===== src/rtl/core_pkg.sv =====
`default_nettype none
// ============================================================================
// Module : core_pkg
// Brief  : Shared pipeline-control types. Holds the hazard FSM state
//          encoding, the hard-wired zero register index and a source/dest
//          match helper used by the load-use detector.
// Rev    : 1.0  initial release
// ============================================================================
package core_pkg;

  typedef enum logic [1:0] {
    RUN      = 2'd0,
    MEM_WAIT = 2'd1,
    MDU_WAIT = 2'd2
  } hazard_state_t;

  localparam logic [4:0] REG_ZERO = 5'd0;

  // A source only creates a dependency if the instruction really reads it,
  // and x0 never carries a produced value.
  function automatic logic src_match(input logic [4:0] rs,
                                     input logic       used,
                                     input logic [4:0] rd);
    return used && (rs == rd) && (rd != REG_ZERO);
  endfunction

endpackage
`default_nettype wire


===== src/rtl/hazard_perf_cnt.sv =====
`default_nettype none
// ============================================================================
// Module : hazard_perf_cnt
// Brief  : Free-running stall-cycle counter, wraps modulo 2^CNT_W.
// Ports  : clk, rst (async, active-high), inc (count this cycle),
//          count (current value).
// Rev    : 1.0  initial release
// ============================================================================
module hazard_perf_cnt #(
  parameter int CNT_W = 32
) (
  input  logic             clk,
  input  logic             rst,
  input  logic             inc,
  output logic [CNT_W-1:0] count
);

  logic [CNT_W-1:0] r_count;

  always_ff @(posedge clk or posedge rst) begin
    if (rst) begin
      r_count <= '0;
    end else if (inc) begin
      r_count <= r_count + {{(CNT_W-1){1'b0}}, 1'b1};
    end
  end

  assign count = r_count;

endmodule
`default_nettype wire


===== src/rtl/hazard_unit.sv =====
`default_nettype none
// ============================================================================
// Module : hazard_unit
// Brief  : Pipeline hazard controller. Produces per-register stall and flush
//          controls for memory waits, multi-cycle MDU ops, control-flow
//          redirects and load-use dependencies (that priority order).
// Ports  : clk, rst (async, active-high)
//          id_rs1/id_rs2, id_rs1_used/id_rs2_used : ID sources
//          ex_rd, ex_mem_read, ex_redirect         : EX status
//          mdu_start, mdu_done                     : MDU handshake
//          dmem_req, dmem_ready                    : MEM handshake
//          *_stall / *_flush                       : pipeline register controls
//          stall_cycles                            : stall counter (optional)
// Config : define HAZARD_PERF_EN to add the stall_cycles counter/port.
// Rev    : 1.0  initial release
// ============================================================================
module hazard_unit
  import core_pkg::*;
#(
  parameter int CNT_W = 32
) (
  input  logic       clk,
  input  logic       rst,
  input  logic [4:0] id_rs1,
  input  logic [4:0] id_rs2,
  input  logic       id_rs1_used,
  input  logic       id_rs2_used,
  input  logic [4:0] ex_rd,
  input  logic       ex_mem_read,
  input  logic       ex_redirect,
  input  logic       mdu_start,
  input  logic       mdu_done,
  input  logic       dmem_req,
  input  logic       dmem_ready,
  output logic       pc_stall,
  output logic       if_id_stall,
  output logic       id_ex_stall,
  output logic       ex_mem_stall,
  output logic       if_id_flush,
  output logic       id_ex_flush,
  output logic       ex_mem_flush,
  output logic       mem_wb_flush
`ifdef HAZARD_PERF_EN
  ,
  output logic [CNT_W-1:0] stall_cycles
`endif
);

  hazard_state_t r_state;
  // r_mdu_pend: an MDU op was outstanding when the memory wait began, so the
  // FSM must resume MDU_WAIT afterwards. r_done_seen: its completion pulse
  // arrived while memory was still blocking.
  logic          r_mdu_pend;
  logic          r_done_seen;

  logic          w_mem_wait;
  logic          w_in_mdu;
  logic          w_mdu_wait;
  logic          w_load_use;

  always_comb begin
    // Once in MEM_WAIT the request is frozen in MEM; only ready matters.
    if (r_state == MEM_WAIT) begin
      w_mem_wait = !dmem_ready;
    end else begin
      w_mem_wait = dmem_req && !dmem_ready;
    end

    w_in_mdu   = (r_state == MDU_WAIT) ||
                 ((r_state == MEM_WAIT) && r_mdu_pend) ||
                 ((r_state == RUN) && mdu_start);
    w_mdu_wait = w_in_mdu && !(mdu_done || r_done_seen);

    w_load_use = ex_mem_read &&
                 (src_match(id_rs1, id_rs1_used, ex_rd) ||
                  src_match(id_rs2, id_rs2_used, ex_rd));
  end

  // Release cycles fall through to the lower-priority checks, so a redirect
  // held by the frozen EX stage takes effect as soon as the wait ends.
  always_comb begin
    pc_stall     = 1'b0;
    if_id_stall  = 1'b0;
    id_ex_stall  = 1'b0;
    ex_mem_stall = 1'b0;
    if_id_flush  = 1'b0;
    id_ex_flush  = 1'b0;
    ex_mem_flush = 1'b0;
    mem_wb_flush = 1'b0;
    if (w_mem_wait) begin
      pc_stall     = 1'b1;
      if_id_stall  = 1'b1;
      id_ex_stall  = 1'b1;
      ex_mem_stall = 1'b1;
      mem_wb_flush = 1'b1;
    end else if (w_mdu_wait) begin
      pc_stall     = 1'b1;
      if_id_stall  = 1'b1;
      id_ex_stall  = 1'b1;
      ex_mem_flush = 1'b1;
    end else if (ex_redirect) begin
      if_id_flush  = 1'b1;
      id_ex_flush  = 1'b1;
    end else if (w_load_use) begin
      pc_stall     = 1'b1;
      if_id_stall  = 1'b1;
      id_ex_flush  = 1'b1;
    end
  end

  always_ff @(posedge clk or posedge rst) begin
    if (rst) begin
      r_state     <= RUN;
      r_mdu_pend  <= 1'b0;
      r_done_seen <= 1'b0;
    end else if (w_mem_wait) begin
      r_state <= MEM_WAIT;
      if (r_state != MEM_WAIT) begin
        r_mdu_pend  <= w_in_mdu;
        r_done_seen <= w_in_mdu && mdu_done;
      end else begin
        r_done_seen <= r_done_seen || (r_mdu_pend && mdu_done);
      end
    end else begin
      r_state     <= w_mdu_wait ? MDU_WAIT : RUN;
      r_mdu_pend  <= 1'b0;
      r_done_seen <= 1'b0;
    end
  end

  if (CNT_W < 1) begin : g_cnt_w_check
    $error("hazard_unit: CNT_W must be at least 1");
  end

`ifdef HAZARD_PERF_EN
  hazard_perf_cnt #(
    .CNT_W(CNT_W)
  ) u_perf_cnt (
    .clk  (clk),
    .rst  (rst),
    .inc  (pc_stall),
    .count(stall_cycles)
  );
`endif

endmodule
`default_nettype wire


===== config.mk =====
export PLATFORM = sky130hd
export DESIGN_NAME = hazard_unit
export DESIGN_NICKNAME = d
export VERILOG_FILES = /design/src/rtl/core_pkg.sv /design/src/rtl/hazard_perf_cnt.sv /design/src/rtl/hazard_unit.sv
export SDC_FILE = /design/constraint.sdc
export NUM_CORES = 1
export LEC_CHECK = 0
export BUFFER_PORTS_ARGS = -buffer_cell sky130_fd_sc_hd__clkbuf_2
export CORE_AREA = 5 5 42 44
export DETAILED_ROUTE_END_ITERATION = 6
export DIE_AREA = 0 0 47 49
export SYNTH_ARGS = -nofsm -noshare
export SYNTH_HDL_FRONTEND = slang
export SYNTH_HIERARCHICAL = 1
export SYNTH_SLANG_ARGS = --single-unit

===== constraint.sdc =====
create_clock -name clk -period 2.5 [get_ports clk]
set_input_delay 0.5 -clock clk [delete_from_list [all_inputs] [get_ports clk]]
set_output_delay 0.5 -clock clk [all_outputs]
set_load 0.005 [all_outputs]

==> impl_results.md <==
- Dominant synthesized flop cell: dfrtp_1
- Number of buffers created by CTS: 3
- Number of register bits inferred by synthesis: 4
- Final period util: a little under nine tenths
- Mean area per synthesized cell: 8.88 sq um
- Wire length of the first global-routing pass: roughly 1700 um
- Initial core utilization: between 20% and 30%
- Last weighted congestion value of the routability-driven placer: between 0.7 and 0.8
- Setup TNS: 0 ps
- Final hold violations: 0
- Nets in the synthesized netlist: 67
- Clock transition at path regs: roughly 40 ps
- CP Max Fanout: 3
- Final global-route overflow total: 0
- CTS tree: done
- Antenna violation net count after detailed routing: 0
- Horizontal die dimension: 47 um
- Start-to-end type of the worst setup path: input port to output pin
- Layout net count: just over 100
- CP delay by family, top: compound AO/OA/AOI/OAI gates
- Netlist area before placement: 373 sq um
- Drt pass-1 iters: 4
- Adder-Cell Fraction of Synth Area: 0%
- Hold Buf Count CTS: 0
- Count of cell types in the netlist: 24
- GRT Resource Usage Total: 10.1%
- Setup repair after global routing missed its margin: false
- Kind of start point of the critical path: input port
- Sequential element share of the synthesized area: a little over a quarter
- Floorplan die area: ~2300 sq um
- Data required time at the worst endpoint: about 2000 ps
- Min Clock Period, post-route: 2160 ps
- Critical Path Sink Type: output pin
- Number of antenna violations at the first check in global routing: 0
- Master of the slowest instance on the critical path: o311ai_2
- Basic-gate share of the synthesized area counting and, or, nand and nor cells: between 15 and 20%
- Critical path arrival: ~1700 ps
- Maximum root-to-sink buffer count: 2
- Wirelength, routed: 985 um
- Number of enable flip-flop cells after synthesis: 0
- H-tree depth reported by CTS: 1
- Max-cap viol count: 0
- Average detailed-routed wire length per instance: 10.8 um
- Share of synthesized registers carrying an async set or reset: 100%
- Die Height: 49 um
- Worst-case vdd ir drop: between 0.15 and 0.2 mV
- Mux cell area share after synthesis: 0%
- Post-detailed-route via-to-cell ratio: between 4 and 5
- Fillers: between 150 and 200
- Ratio of total power to cell area: a little over 400 nW/um^2
- Min-delay worst type: input port to async pin
- Signed area change from the synthesized netlist to the final layout: 50.3%
- Relative slew slack: just over 80%
- Largest net degree at the start of global routing: 6
- Post-CTS setup buffers: 0
- # rows: 14
- Count of buffers from port buffering: 32
- Max-slew violations: 0
- DP Worst Slack: between 300 and 400 ps
- Fraction of synthesized cell area in xor and xnor cells: a little under a quarter
- Clock sinks: 4
- Clk Latency, worst-skew pair: around 230 ps
- Number of cells upsized or downsized after cts: 0
- Area of the core: roughly 1400 sq um
- Number of warnings printed during yosys synthesis: 6
- Drt first-iter violations: 2
- Number of vias after detailed routing: roughly 410
- Result of the run: finished clean
- Via count of the first global-routing pass: roughly 450
- Setup skew after layout: around 0.34 ps
- DRC Markers: 0
- Proportion of layout cells with a drive suffix above 1: 50.7%
- Crit path setup slack, layout: around 340 ps
- Transition time at the pin with the least slew margin: about 280 ps
- Combined buffer and inverter count along the critical path: 2
- Detailed-placement wirelength estimate: approximately 890 um
- Boundary pin count: 33
- Most frequent cell on the critical path: clkbuf_2
- Number of endpoints failing setup at the final stage: 0
- Cells after synthesis: 42
- Dominant combinational cell family by area after synthesis: XOR/XNOR gates
- Delay contributed by the slowest stage of the critical path: approximately 300 ps
- Highest Clock Rate: approximately 0.46 GHz
- Cell breakdown of the critical path: clkbuf_2 > xor2_1 > nor4_2 > a32oi_1 > o311ai_2 > clkbuf_2
- Leakage power summed over all cells: about 0.31 nW
- Antenna diode count: 0
- Share of the synthesized area in compound gates (AO/OA/AOI/OAI): a little under a quarter
- Clock tree root buffer cell: clkbuf_4
## synthesized netlist by cell type (2+ instances only)
cell type  number  area share (%)
xor2_1          8              19
dfrtp_1         4              27
nor2_1          4             4.0
inv_1           3             3.0
buf_4           2             4.0
nand2_1         2             2.0
xnor2_1         2             4.7
## cell families after synthesis
group,Yosys count
XOR/XNOR,10
AO/OA/AOI/OAI,10
AND/OR/NAND/NOR,13
buffers and inverters,5
flip-flops,4
## final cells by class
type	instances	area (sq um)	share of cell area, %
well taps	16	20.0	3.57
inverters	3	11.3	2.01
clock buffers	3	22.5	4.02
multi-input cells	33	246	44.0
flip-flops and latches	4	100	17.9
repair buffers	32	160	28.6
## per-stage QoR
stage	instances	util, %	instance area, sq um	hold WS [ps]	power [mW]
after CTS	91	40.0	561	115	0.233
final	91	40.0	561	118	0.228
after global placement	88	38.4	538	361	0.150
after global routing	91	40.0	561	132	0.248
after detailed placement	88	38.4	538	364	0.151
after floorplan	42	-	373	266	0.114
## path summary, 6_finish.rpt
kind | start | end | slack, ps | cells past startpoint
hold reg to reg | r_state[0]$_DFF_PP0_ | r_mdu_pend$_DFFE_PP0P_ | 600 | 3
max in group asynchronous | rst | r_done_seen$_DFF_PP0_ | 2240 | 2
hold / removal | rst | r_state[0]$_DFF_PP0_ | 120 | 2
setup reg to reg | r_state[1]$_DFF_PP0_ | r_state[1]$_DFF_PP0_ | 1330 | 3
setup / recovery | ex_rd[2] | pc_stall | 340 | 6
min in group clk | dmem_ready | r_mdu_pend$_DFFE_PP0P_ | 430 | 2
## registers in the layout, indices dropped and copies added (netlist names)
signal / cells
r_done_seen: 1
r_mdu_pend: 1
r_state: 2
## power breakdown
| part | internal (mW) | switching [mW] | leakage (nW) |
|---|---|---|---|
| sequential | 0.0689 | 0.00287 | 0.0532 |
| clock | 0.0536 | 0.0245 | 0.0138 |
| combinational | 0.0402 | 0.0375 | 0.247 |
| total | 0.163 | 0.0648 | 0.314 |
## placed cells by master, fill, tap and decap left out
| cell type | Yosys | layout |
|---|---|---|
| clkbuf_4 | 0 | 3 |
| nor2_1 | 4 | 4 |
| a21oi_1 | 1 | 1 |
| a211o_1 | 1 | 1 |
| o31ai_1 | 1 | 1 |
| or4_1 | 1 | 1 |
| dfrtp_1 | 4 | 4 |
| nand2_1 | 2 | 2 |
| nand3_1 | 1 | 1 |
| a22oi_1 | 1 | 1 |
| nand3b_1 | 1 | 1 |
| nor4_2 | 1 | 1 |
| o21ai_1 | 1 | 1 |
| inv_1 | 3 | 3 |
| o21bai_1 | 1 | 1 |
| a32oi_1 | 1 | 1 |
| nor2b_1 | 1 | 1 |
| and2_0 | 1 | 1 |
| a21o_1 | 1 | 1 |
| o21bai_2 | 1 | 1 |
| clkbuf_2 | 0 | 32 |
| nor4_1 | 1 | 1 |
| o311ai_2 | 1 | 1 |
| xnor2_1 | 2 | 2 |
| xor2_1 | 8 | 8 |
## layer usage
layer  vias up  track usage [%]  routed length, um
met5         -                0                  0
met4         0             8.29                  0
met3         0                0                 95
met2        22             15.4                499
met1       175             12.6                390
li1        215                -                  -
Note: power is estimated with default switching activity, not from simulation.
